File: config.mk
export PLATFORM = sky130hd
export DESIGN_NAME = rx_tlp_trigger_mp
export DESIGN_NICKNAME = d
export VERILOG_FILES = /design/src/rtl/rx_tlp_trigger_mp.sv
export SDC_FILE = /design/constraint.sdc
export NUM_CORES = 1
export LEC_CHECK = 0
export ABC_AREA = 1
export CORE_MARGIN = 5
export CORE_UTILIZATION = 45
export CTS_BUF_LIST = sky130_fd_sc_hd__clkbuf_4 sky130_fd_sc_hd__clkbuf_8 sky130_fd_sc_hd__clkbuf_16
export CTS_CLUSTER_DIAMETER = 40
export DETAILED_ROUTE_END_ITERATION = 8
export GPL_ROUTABILITY_DRIVEN = 1
export PLACE_DENSITY_LB_ADDON = 0.1
export SYNTH_ARGS = -nofsm -noshare
export SYNTH_HDL_FRONTEND = slang
export SYNTH_SLANG_ARGS = --single-unit
File: constraint.sdc
create_clock -name clk -period 3 [get_ports clk]
set_clock_uncertainty 0.2 [all_clocks]
set_input_delay 0.6 -clock clk [delete_from_list [all_inputs] [get_ports clk]]
set_output_delay 0.6 -clock clk [all_outputs]
set_load 0.1 [all_outputs]
File: src/rtl/rx_tlp_trigger_mp.sv
// rtl/rx_tlp_trigger_mp.sv - RX ring to host huge-page DMA TLP trigger, N pages round-robin
// Ports:
//   clk, reset_n          clock, asynchronous active-low reset
//   commited_wr_address   ring write pointer in qwords (in)
//   commited_rd_address   ring read pointer, advanced per completed request (out)
//   trigger_tlp / _ack    full-size TLP request and its acknowledge
//   send_last_tlp         short final TLP plus page close, acked by change_huge_page_ack
//   change_huge_page      close the current page without data, acked by change_huge_page_ack
//   qwords_to_send        payload size of the current request
//   huge_page_status      bit i set when host page i is available
//   hp_index              page currently being filled
// Optional feature macro RX_TLP_TRIG_STATS_EN adds tlp_count, page_count, flush_count.
module rx_tlp_trigger_mp #(
  parameter int BF         = 9,
  parameter int MAX_TLP_QW = 16,
  parameter int HP_QW_LOG2 = 18,
  parameter int HDR_QW     = 16,
  parameter int NUM_HP     = 2,
  parameter int TO_LONG    = 'hA000,
  parameter int TO_SHORT   = 'h10
) (
  input  logic                          clk,
  input  logic                          reset_n,
  input  logic [BF:0]                   commited_wr_address,
  output logic [BF:0]                   commited_rd_address,
  output logic                          trigger_tlp,
  input  logic                          trigger_tlp_ack,
  output logic                          send_last_tlp,
  output logic                          change_huge_page,
  input  logic                          change_huge_page_ack,
  output logic [$clog2(MAX_TLP_QW):0]   qwords_to_send,
  input  logic [NUM_HP-1:0]             huge_page_status,
  output logic [$clog2(NUM_HP)-1:0]     hp_index
`ifdef RX_TLP_TRIG_STATS_EN
  ,
  output logic [31:0]                   tlp_count,
  output logic [31:0]                   page_count,
  output logic [31:0]                   flush_count
`endif
);

  localparam int QW_W = $clog2(MAX_TLP_QW) + 1;
  localparam int HI_W = $clog2(NUM_HP);
  localparam int HP_W = HP_QW_LOG2 + 1;
  localparam int SH   = $clog2(MAX_TLP_QW);

  localparam logic [HP_W-1:0] HP_SIZE = HP_W'(1) << HP_QW_LOG2;
  localparam logic [HP_W-1:0] HDR_P   = HP_W'(HDR_QW);
  localparam logic [BF:0]     MAX_P   = (BF+1)'(MAX_TLP_QW);
  localparam logic [QW_W-1:0] MAX_Q   = QW_W'(MAX_TLP_QW);

  typedef enum logic [2:0] {
    S_IDLE, S_EVAL, S_SEND, S_COMMIT, S_NEXT, S_CLOSE, S_LAST, S_ADV
  } state_t;

  state_t          state, next_state;
  logic [BF:0]     diff_q;
  logic [BF:0]     n_q;
  logic [BF:0]     sent_q;
  logic [HP_W-1:0] hp_qw;
  logic [HP_W-1:0] room;
  logic            dirty;
  logic [31:0]     to_cnt;
  logic            timeout;

  assign room    = HP_SIZE - hp_qw;
  // Short timeout only when the host has every page ready; otherwise wait long
  // so partially filled pages are not closed while the host is still catching up.
  assign timeout = (to_cnt == 32'(TO_LONG)) ||
                   ((&huge_page_status) && (to_cnt == 32'(TO_SHORT)));

  always_ff @(posedge clk or negedge reset_n) begin
    if (!reset_n) state <= S_IDLE;
    else          state <= next_state;
  end

  always_comb begin
    next_state       = state;
    trigger_tlp      = 1'b0;
    send_last_tlp    = 1'b0;
    change_huge_page = 1'b0;
    case (state)
      S_IDLE: begin
        if (!huge_page_status[hp_index])   next_state = S_IDLE;
        else if (diff_q >= MAX_P)          next_state = S_EVAL;
        else if (timeout && dirty)         next_state = S_CLOSE;
        else if (timeout && diff_q != '0)  next_state = S_LAST;
      end
      S_EVAL:   next_state = (room == '0) ? S_CLOSE : S_SEND;
      S_SEND: begin
        trigger_tlp = 1'b1;
        if (trigger_tlp_ack) next_state = S_COMMIT;
      end
      S_COMMIT: next_state = S_NEXT;
      S_NEXT: begin
        if (sent_q < n_q && room != '0) next_state = S_SEND;
        else if (room == '0)            next_state = S_CLOSE;
        else                            next_state = S_IDLE;
      end
      S_CLOSE: begin
        change_huge_page = 1'b1;
        if (change_huge_page_ack) next_state = S_ADV;
      end
      S_LAST: begin
        send_last_tlp = 1'b1;
        if (change_huge_page_ack) next_state = S_ADV;
      end
      S_ADV:    next_state = S_IDLE;
      default:  next_state = S_IDLE;
    endcase
  end

  always_ff @(posedge clk or negedge reset_n) begin
    if (!reset_n) begin
      diff_q              <= '0;
      n_q                 <= '0;
      sent_q              <= '0;
      hp_qw               <= HDR_P;
      dirty               <= 1'b0;
      to_cnt              <= '0;
      qwords_to_send      <= '0;
      commited_rd_address <= '0;
      hp_index            <= '0;
    end else begin
      // One-cycle lag on the fill level; every decision uses this registered copy.
      diff_q <= commited_wr_address - commited_rd_address;
      to_cnt <= (state == S_IDLE) ? to_cnt + 32'd1 : 32'd0;
      case (state)
        S_IDLE: begin
          if (next_state == S_EVAL) n_q <= diff_q >> SH;
          if (next_state == S_LAST) begin
            qwords_to_send <= QW_W'(diff_q);
            dirty          <= 1'b1;
          end
        end
        S_EVAL: begin
          if (next_state == S_SEND) begin
            qwords_to_send <= MAX_Q;
            dirty          <= 1'b1;
            sent_q         <= '0;
          end
        end
        S_COMMIT: begin
          commited_rd_address <= commited_rd_address + (BF+1)'(qwords_to_send);
          hp_qw               <= hp_qw + HP_W'(qwords_to_send);
          sent_q              <= sent_q + (BF+1)'(1);
        end
        S_LAST: begin
          if (change_huge_page_ack)
            commited_rd_address <= commited_rd_address + (BF+1)'(qwords_to_send);
        end
        S_ADV: begin
          hp_index <= (hp_index == HI_W'(NUM_HP-1)) ? '0 : hp_index + HI_W'(1);
          hp_qw    <= HDR_P;
          dirty    <= 1'b0;
        end
        default: ;
      endcase
    end
  end

`ifdef RX_TLP_TRIG_STATS_EN
  always_ff @(posedge clk or negedge reset_n) begin
    if (!reset_n) begin
      tlp_count   <= '0;
      page_count  <= '0;
      flush_count <= '0;
    end else begin
      if (state == S_COMMIT) tlp_count <= tlp_count + 32'd1;
      if (state == S_ADV)    page_count <= page_count + 32'd1;
      if (state == S_IDLE && next_state == S_LAST) flush_count <= flush_count + 32'd1;
    end
  end
`endif

endmodule

---- Word level (Yosys, flattened, before mapping) ----
Cells that the tools add are included.
Widths: inputs -> output; s select.
storage, ports and cells
  bits in registers ....................... 97
  word-level logic and storage cells ...... 84
  output and inout port bits .............. 19
cells by class
  equality and inequality tests ........... 15
  $add $sub $neg .......................... 7
  muxes and demuxes ....................... 28
  reduce and logical (&&, ||, !) cells .... 21
  magnitude comparators ................... 3
operators with widths
  cell                    number
  $pmux 10 s2             2
  $pmux 19 s2             1
  $add 32x1->32 const B   1
  $eq 32x16->1 const B    1
  $eq 32x5->1 const B     1
  $mux 32                 1
  $mux 3                  9
  $pmux 3 s7              1
  $mux 10                 2
  $add 19x5->19           1
  $logic_not 19->1        1
  $reduce_bool 19->1      1
  $sub 19x19->19 const A  1
  $eq 3x3->1 const B      5
  $add 10x1->10 const B   1
  $add 10x5->10           1
  $ge 10x5->1 const B     1
  $lt 10x6->1             1
  $mux 5                  2
  $pmux 5 s2              1
  $reduce_bool 10->1      1
  $sub 10x10->10          1
  $eq 3x2->1 const B      3
  $mux 1                  8
  other kinds (14)        26

---- Logic depth before layout (Yosys ltp) ----
Gate-level depths: netlist of the first run.
  word-level depth ........................ 12
  gate-level depth with buffers ........... 13

---- Least setup slack after synthesis of the first run ----
No wires, ideal clock.
  path type ............................... reg2out
  start point ............................. reg state[0]
  end point ............................... out change_huge_page
  slack ................................... -0.390 ns
  buffers on the path ..................... 1
  cell stages (with the launch flop) ...... 4
  arrival time ............................ 2.590 ns
  cell sequence ........................... dfrtp_1 > buf_4 > inv_2 > nor3_1
between the ends
  longest elaborated chain between the ends .. 2
RTL lines
  what                    line  RTL
  start, declared         56    state_t state, next_state;
  start signal, assigned  74    else state <= next_state;
  $eq 3x3->1              82    case (state)
  $mux 1                  82
  end, declared           29    output logic change_huge_page,
No other way between the ends.

---- Final worst setup path of the first run ----
  start point ............................. in commited_wr_address[0]
  end point ............................... reg diff_q[8]
between the ends
  longest elaborated chain between the ends .. 1
RTL lines
  what                  line  RTL
  start, declared       24    input logic [BF:0] commited_wr_address,
  $sub 10x10->10        126   diff_q <= commited_wr_address - commited_rd_address;
  end signal, assigned  126
  end, declared         57    logic [BF:0] diff_q;
No other way between the ends.
A chain may end at the register's enable or synchronous reset.

==> summary.txt, run 1 <==
relative slew slack = 63.6%
nets = 833
Resized Gates After CTS = 0
initial antenna violation count = 0
Reg clk slew, reported paths = 0.07 ns
most frequent CP cell = nand2_1
Detail Route met3 WL = 496 um
Die Ht = 125 um
yosys synthesis warning count = 0
number of hold buffers added after CTS = 0
clk_lat worst skew = 0.35 ns
number of flops mapped to enable cells by yosys = 0
Fmax achieved = 392 MHz
worst-margin pin slew = 0.545 ns
final setup fails = 0
Critical Path RT = 3.04 ns
Tcrit/Tclk final = 85.1%
most common cell after layout, fill and taps aside = nand2_1
WL met1 = 6280 um
crit path DAT = 2.59 ns
PortBufs = 34
PwrDens = 911 mW/mm2
fin util = 52.0%
dpl ws = 0.0839 ns
total I/O pin count = 35
share of layout cells above drive strength 1 = 11.7%
Max IR drop VDD = 0.724 mV
Routed Wire Length = 13500 um
drt wl/cell = 13.9 um
Die Width = 125 um
CP endpoint kind = register
asr flop ratio synth = 100%
critical path depth = 12
vias per inst = 5.20
main flop type after synthesis = dfrtp_1
largest net degree at the start of global routing = 65
CTS tree = built
Antenna Nets Post-Route = 0
cell class contributing the biggest share of worst-path delay = adder cells
core area = 0.0131 mm2
CTS Root Cell = clkbuf_16
Post-DP HPWL = 10300 um
WP buf/inv = 2
GR Util All Layers = 17.9%
Fin Hold WS = 0.00676 ns
CTS sink count = 97
Met2 Routed Length = 6530 um
Starting Density = 45.5%
die area = 0.0156 mm2
post-route setup slack = 0.447 ns
drt initial violations = 401
drt drc = 0
slowest stage delay, CP = 0.46 ns
average size of a mapped cell = 7.99 um2
Cells after Synth = 746
first-pass GRT wire length = 23400 um
Std-Cell Rows = 42
DR top layer = met4
run status = finished, final reports clean
Netlist cell types = 46
syn_nets = 792
critical-path maximum fanout = 3
Max Root-Sink Buffers = 2
Setup TNS = 0 ns
max-cap violation count = 0
most frequent cells in the layout = nand2_1 (131), inv_1 (98), dfrtp_1 (96), nor2_1 (85), a21oi_1 (49)
Num CTS Buffers = 9
register area share after synthesis = 40.8%
RSZ-0062 raised after global routing = no
post-CTS setup repair buffer count = 0
Slew Limit Fails = 0
leak pwr = 3.20 nW
detailed-route via count = 5033
Crit Path Class = in2reg
Min-Delay Path Class = in2async
mapped cell area = 0.00596 mm2
vias in the first global route = 4987
DRT Pass-1 Iters = 5
Hold Vio Cnt, Final = 0
min Tclk post-route = 2.55 ns
Synth Register Bits = 97
diode count = 0
P&R area growth vs syn = 14.3%
grt ovf = 0
Startpoint Class = input port
Crit-path slowest cell = clkdlybuf4s50_1
H-tree depth = 3
Worst Reg-to-Reg Cells = 10
worst-path cell chain = clkdlybuf4s50_1, inv_1, ha_1, fa_1, o21ai_0, nand2_1, nand2_1, a21oi_1, o21ai_0, nand2_1, nand3_1, nand2_1
RD Place Congestion = 0.844
## path summary, 6_finish.rpt
kind	endpoint	slack (ns)	startpoint
worst max-delay path	diff_q[8]	0.45	commited_wr_address[0]
worst min-delay path	to_cnt[18]	0.007	reset_n
worst max register to register	hp_qw[11]	0.56	qwords_to_send[2]
worst min register to register	to_cnt[0]	0.29	to_cnt[0]
max in group asynchronous	sent_q[3]	1.90	reset_n
min in group clk	to_cnt[0]	0.29	to_cnt[0]
## power breakdown
part	leakage, nW	total (mW)	internal, mW	switching [mW]
Clock	0.167	1.29	0.805	0.484
Sequential	1.27	1.95	1.62	0.328
Combinational	1.76	2.96	0.882	2.08
## layout make-up
class / count / area [um2]
clock buffer: 14 / 275
clock inverter: 2 / 60.1
fill: 1264 / 6280
inverter: 105 / 397
multi-input combinational: 535 / 3090
sequential: 97 / 2430
tap: 176 / 220
timing repair buffer: 39 / 340
## flip-flops by register name, summed over array words and instances, names as in the netlist
signal / flops
to_cnt: 32
hp_qw: 19
commited_rd_address: 10
diff_q: 10
sent_q: 10
n_q: 6
qwords_to_send: 5
state: 3
dirty: 1
hp_index: 1
## routing by layer
| metal | GRT usage, % | vias up |
|---|---|---|
| met4 | 4.21 | 0 |
| met5 | 0 | - |
| met3 | 4.35 | 14 |
| met2 | 30.5 | 116 |
| li1 | - | 2559 |
| met1 | 23.1 | 2344 |
## cell usage after synthesis, drive strengths merged (2+ instances only)
cell type	n	area share (%)
nand2	143	9.9
nor4	8	1.6
nand3	42	3.9
o21ai	38	3.2
ha	27	5.7
xnor2	9	1.3
o22ai	5	0.53
o21bai	7	0.88
nor3	37	3.9
inv	105	6.7
o21a	6	0.76
or2	2	0.21
xor2	18	2.6
nand4	31	3.6
clkbuf	3	0.19
dfrtp	96	40
buf	6	0.65
fa	3	1.0
a21oi	50	4.3
o31ai	2	0.25
a31oi	4	0.42
nor2	96	6.8
## stage by stage
step / cell area [um2] / power [mW] / std cells
after floorplan: 5960 / 4.24 / 746
after global placement: 6470 / 4.91 / 952
after detailed placement: 6470 / 4.95 / 952
after CTS: 6810 / 6.27 / 968
after global routing: 6810 / 6.66 / 968
final: 6810 / 6.20 / 968
## cells by family after synthesis
| logic type | synth area share, % |
|---|---|
| fa+ha+maj | 6.68 |
| compound gates | 10.8 |
| flops | 40.8 |
| xor+xnor | 3.97 |
| simple gates | 30.1 |
| buf+inv | 7.50 |
| mux | 0.168 |
(Power assumes the default switching activity.)
==> run 2: changes to the inputs <==
ABC_AREA = not set   (was 1)
==> run 2 against run 1 <==
Effect of this change: the run now ends with negative hold slack left; die area is 6.7% lower; critical path depth decreased by 8; sequential share of layout area is 2.4 points higher; flip-flop and latch count stayed put; synthesized cell count fell by 22%; maximum frequency up 0.56%; clock power is 8% lower; cell count shrank 20%; synthesized area is 7.2% lower; total power down 19%; combinational power is 30% lower; global-route usage grew 0.53 points; critical endpoint is now change_huge_page; largest power group unchanged; highest routed layer unchanged.
==> summary.txt, run 2 <==
relative slew slack = 48.4% (-15 points)
average size of a mapped cell = 9.44 um2 (+18%)
P&R area growth vs syn = 15.5%
Die Width = 121 um (-3.4%)
WL met1 = 6450 um (+2.7%)
number of flip-flops in the largest register = 32 (unchanged)
Crit Path Class = reg2out
dpl ws = 0.210 ns (+0.126 ns)
largest net degree at the start of global routing = 33 (-49%)
H-tree depth = 3 (unchanged)
PwrDens = 787 mW/mm2 (-14%)
Startpoint Class = register
detailed-route via count = 4367 (-13%)
PortBufs = 34 (unchanged)
total I/O pin count = 35 (unchanged)
Detail Route met3 WL = 313 um (-37%)
Resized Gates After CTS = 0 (unchanged)
Crit-path slowest cell = dfrtp_1
CTS tree = built
Setup TNS = 0 ns (unchanged)
cell class contributing the biggest share of worst-path delay = buffers and inverters
min Tclk post-route = 2.54 ns (-0.0143 ns)
slowest stage delay, CP = 0.52 ns (+0.06 ns)
Die Ht = 121 um (-3.4%)
asr flop ratio synth = 100% (unchanged)
Hold Vio Cnt, Final = 2 (+2)
share of layout cells above drive strength 1 = 11.9% (+0.14 points)
Critical Path RT = 2.20 ns (-0.84 ns)
GR Util All Layers = 18.4% (+0.53 points)
fin util = 53.1% (+1.1 points)
die area = 0.0146 mm2 (-6.7%)
synth top area cells = dfrtp_1 (43%), ha_1 (6.1%), xnor2_1 (4.9%)
Max IR drop VDD = 0.743 mV (+2.6%)
drt initial violations = 291 (-27%)
first-pass GRT wire length = 21700 um (-7.4%)
number of hold buffers added after CTS = 0 (unchanged)
grt ovf = 0 (unchanged)
worst-margin pin slew = 0.770 ns (+0.224 ns)
mapped cell area = 0.00553 mm2 (-7.2%)
final setup fails = 0 (unchanged)
Reg clk slew, reported paths = 0.07 ns (about the same)
Netlist cell types = 63 (+37%)
leak pwr = 2.78 nW (-13%)
critical-path maximum fanout = 8 (+5)
Min-Delay Path Class = in2async
Starting Density = 46.0% (+0.48 points)
crit path DAT = 1.74 ns (-0.85 ns)
core area = 0.0120 mm2 (-8.2%)
count leader, synth = dfrtp_1
Slew Limit Fails = 0 (unchanged)
Met2 Routed Length = 5530 um (-15%)
CP startpoint = state[0]
most common cell after layout, fill and taps aside = dfrtp_1
DR top layer = met4
CTS sink count = 97 (unchanged)
RSZ-0062 raised after global routing = no
Post-DP HPWL = 9040 um (-12%)
vias in the first global route = 4355 (-13%)
CTS Root Cell = clkbuf_16
cell taking the most area after synthesis = dfrtp_1
drt wl/cell = 16.1 um (+16%)
Fmax achieved = 394 MHz (+0.56%)
Std-Cell Rows = 40 (-4.8%)
register area share after synthesis = 44.0% (+3.2 points)
Max Root-Sink Buffers = 2 (unchanged)
Tcrit/Tclk final = 84.6% (-0.48 points)
run status = finished with violations
drt drc = 0 (unchanged)
number of flops mapped to enable cells by yosys = 0 (unchanged)
vias per inst = 5.61 (+8.0%)
worst reg2reg startpoint = qwords_to_send[0]
RD Place Congestion = 0.801 (-5.1%)
largest reg by FF count = to_cnt
Power, Total = 5.02 mW (-19%)
most frequent cells in the layout = dfrtp_1 (96), nor2_1 (60), nand2_1 (45), inv_1 (36), o21ai_0 (36)
Antenna Nets Post-Route = 0 (unchanged)
top flop regs = to_cnt x32, hp_qw x19
failing checks = negative hold slack
WP buf/inv = 3 (+1)
share of the synthesized area in the top cell type = 43.5% (+3.2 points)
worst-path cell chain = buf_4, inv_1, nor3_2, buf_12
post-route setup slack = 0.461 ns (+0.0143 ns)
Routed Wire Length = 12500 um (-7.0%)
diode count = 0 (unchanged)
yosys synthesis warning count = 0 (unchanged)
DRT Pass-1 Iters = 4 (-1)
max-cap violation count = 0 (unchanged)
main flop type after synthesis = dfrtp_1
initial antenna violation count = 0 (unchanged)
post-CTS setup repair buffer count = 0 (unchanged)
Synth Register Bits = 97 (unchanged)
Cells after Synth = 585 (-22%)
nets = 672 (-19%)
clk_lat worst skew = 0.35 ns (about the same)
Post-synth top cells = dfrtp_1 (96), nor2_1 (60), nand2_1 (45)
CP endpoint kind = output port
syn_nets = 631 (-20%)
Fin Hold WS = -0.00866 ns (-0.0154 ns)
Num CTS Buffers = 9 (unchanged)
run 2: metal layers:
metal,vias to the layer above,GRT usage (%)
met4,0,7.58
li1,2178,-
met1,2127,26.8
met2,48,27.2
met3,14,3.09
met5,-,0
run 2: cells by family after synthesis:
| family | after synthesis | synth area share, % |
|---|---|---|
| and+or+nand+nor | 242 | 23.7 |
| AOI/OAI and AO/OA | 107 | 12.4 |
| DFF | 97 | 44.0 |
| buffers and inverters | 54 | 3.85 |
| xor gates and xnor gates | 50 | 7.93 |
| adders and majority gates | 31 | 7.38 |
| muxes | 4 | 0.793 |
run 2: power by group:
| group | leakage (nW) | total, mW | switching [mW] | internal [mW] |
|---|---|---|---|---|
| Clock | 0.154 | 1.19 | 0.494 | 0.695 |
| Sequential | 1.28 | 1.76 | 0.216 | 1.55 |
| Combinational | 1.34 | 2.07 | 1.37 | 0.701 |
| Total | 2.78 | 5.02 | 2.08 | 2.94 |
run 2: cell type report:
| type | instances | area [um2] |
|---|---|---|
| timing repair buffer | 48 | 433 |
| clock inverter | 3 | 40.0 |
| inverter | 36 | 135 |
| fill | 1134 | 5630 |
| tap | 147 | 184 |
| sequential | 97 | 2430 |
| clock buffer | 13 | 262 |
| multi-input combinational | 434 | 2900 |
run 2: worst reg2reg max path: stages, from the launching register on:
cell     delay [ns]
dfrtp_1        0.43
ha_1           0.27
fa_1           0.41
a21o_1         0.18
a21o_1         0.20
a21oi_1        0.16
buf_4          0.21
mux2i_1        0.09
a211o_1        0.26
run 2: final timing paths:
check,endpoint,slack [ns],cells after the start
max,change_huge_page,0.46,4
min,sent_q[9],-0.009,1
max reg2reg,hp_qw[10],0.49,8
min reg2reg,n_q[4],0.28,2
max in group asynchronous,to_cnt[18],1.87,2
min in group clk,n_q[4],0.28,2
run 2: per-stage QoR:
step	instances	instance area (um2)
3_3_place_gp	762	6080
4_1_cts	778	6380
6_report	778	6380
2_1_floorplan	585	5540
5_1_grt	778	6380
3_5_place_dp	762	6080
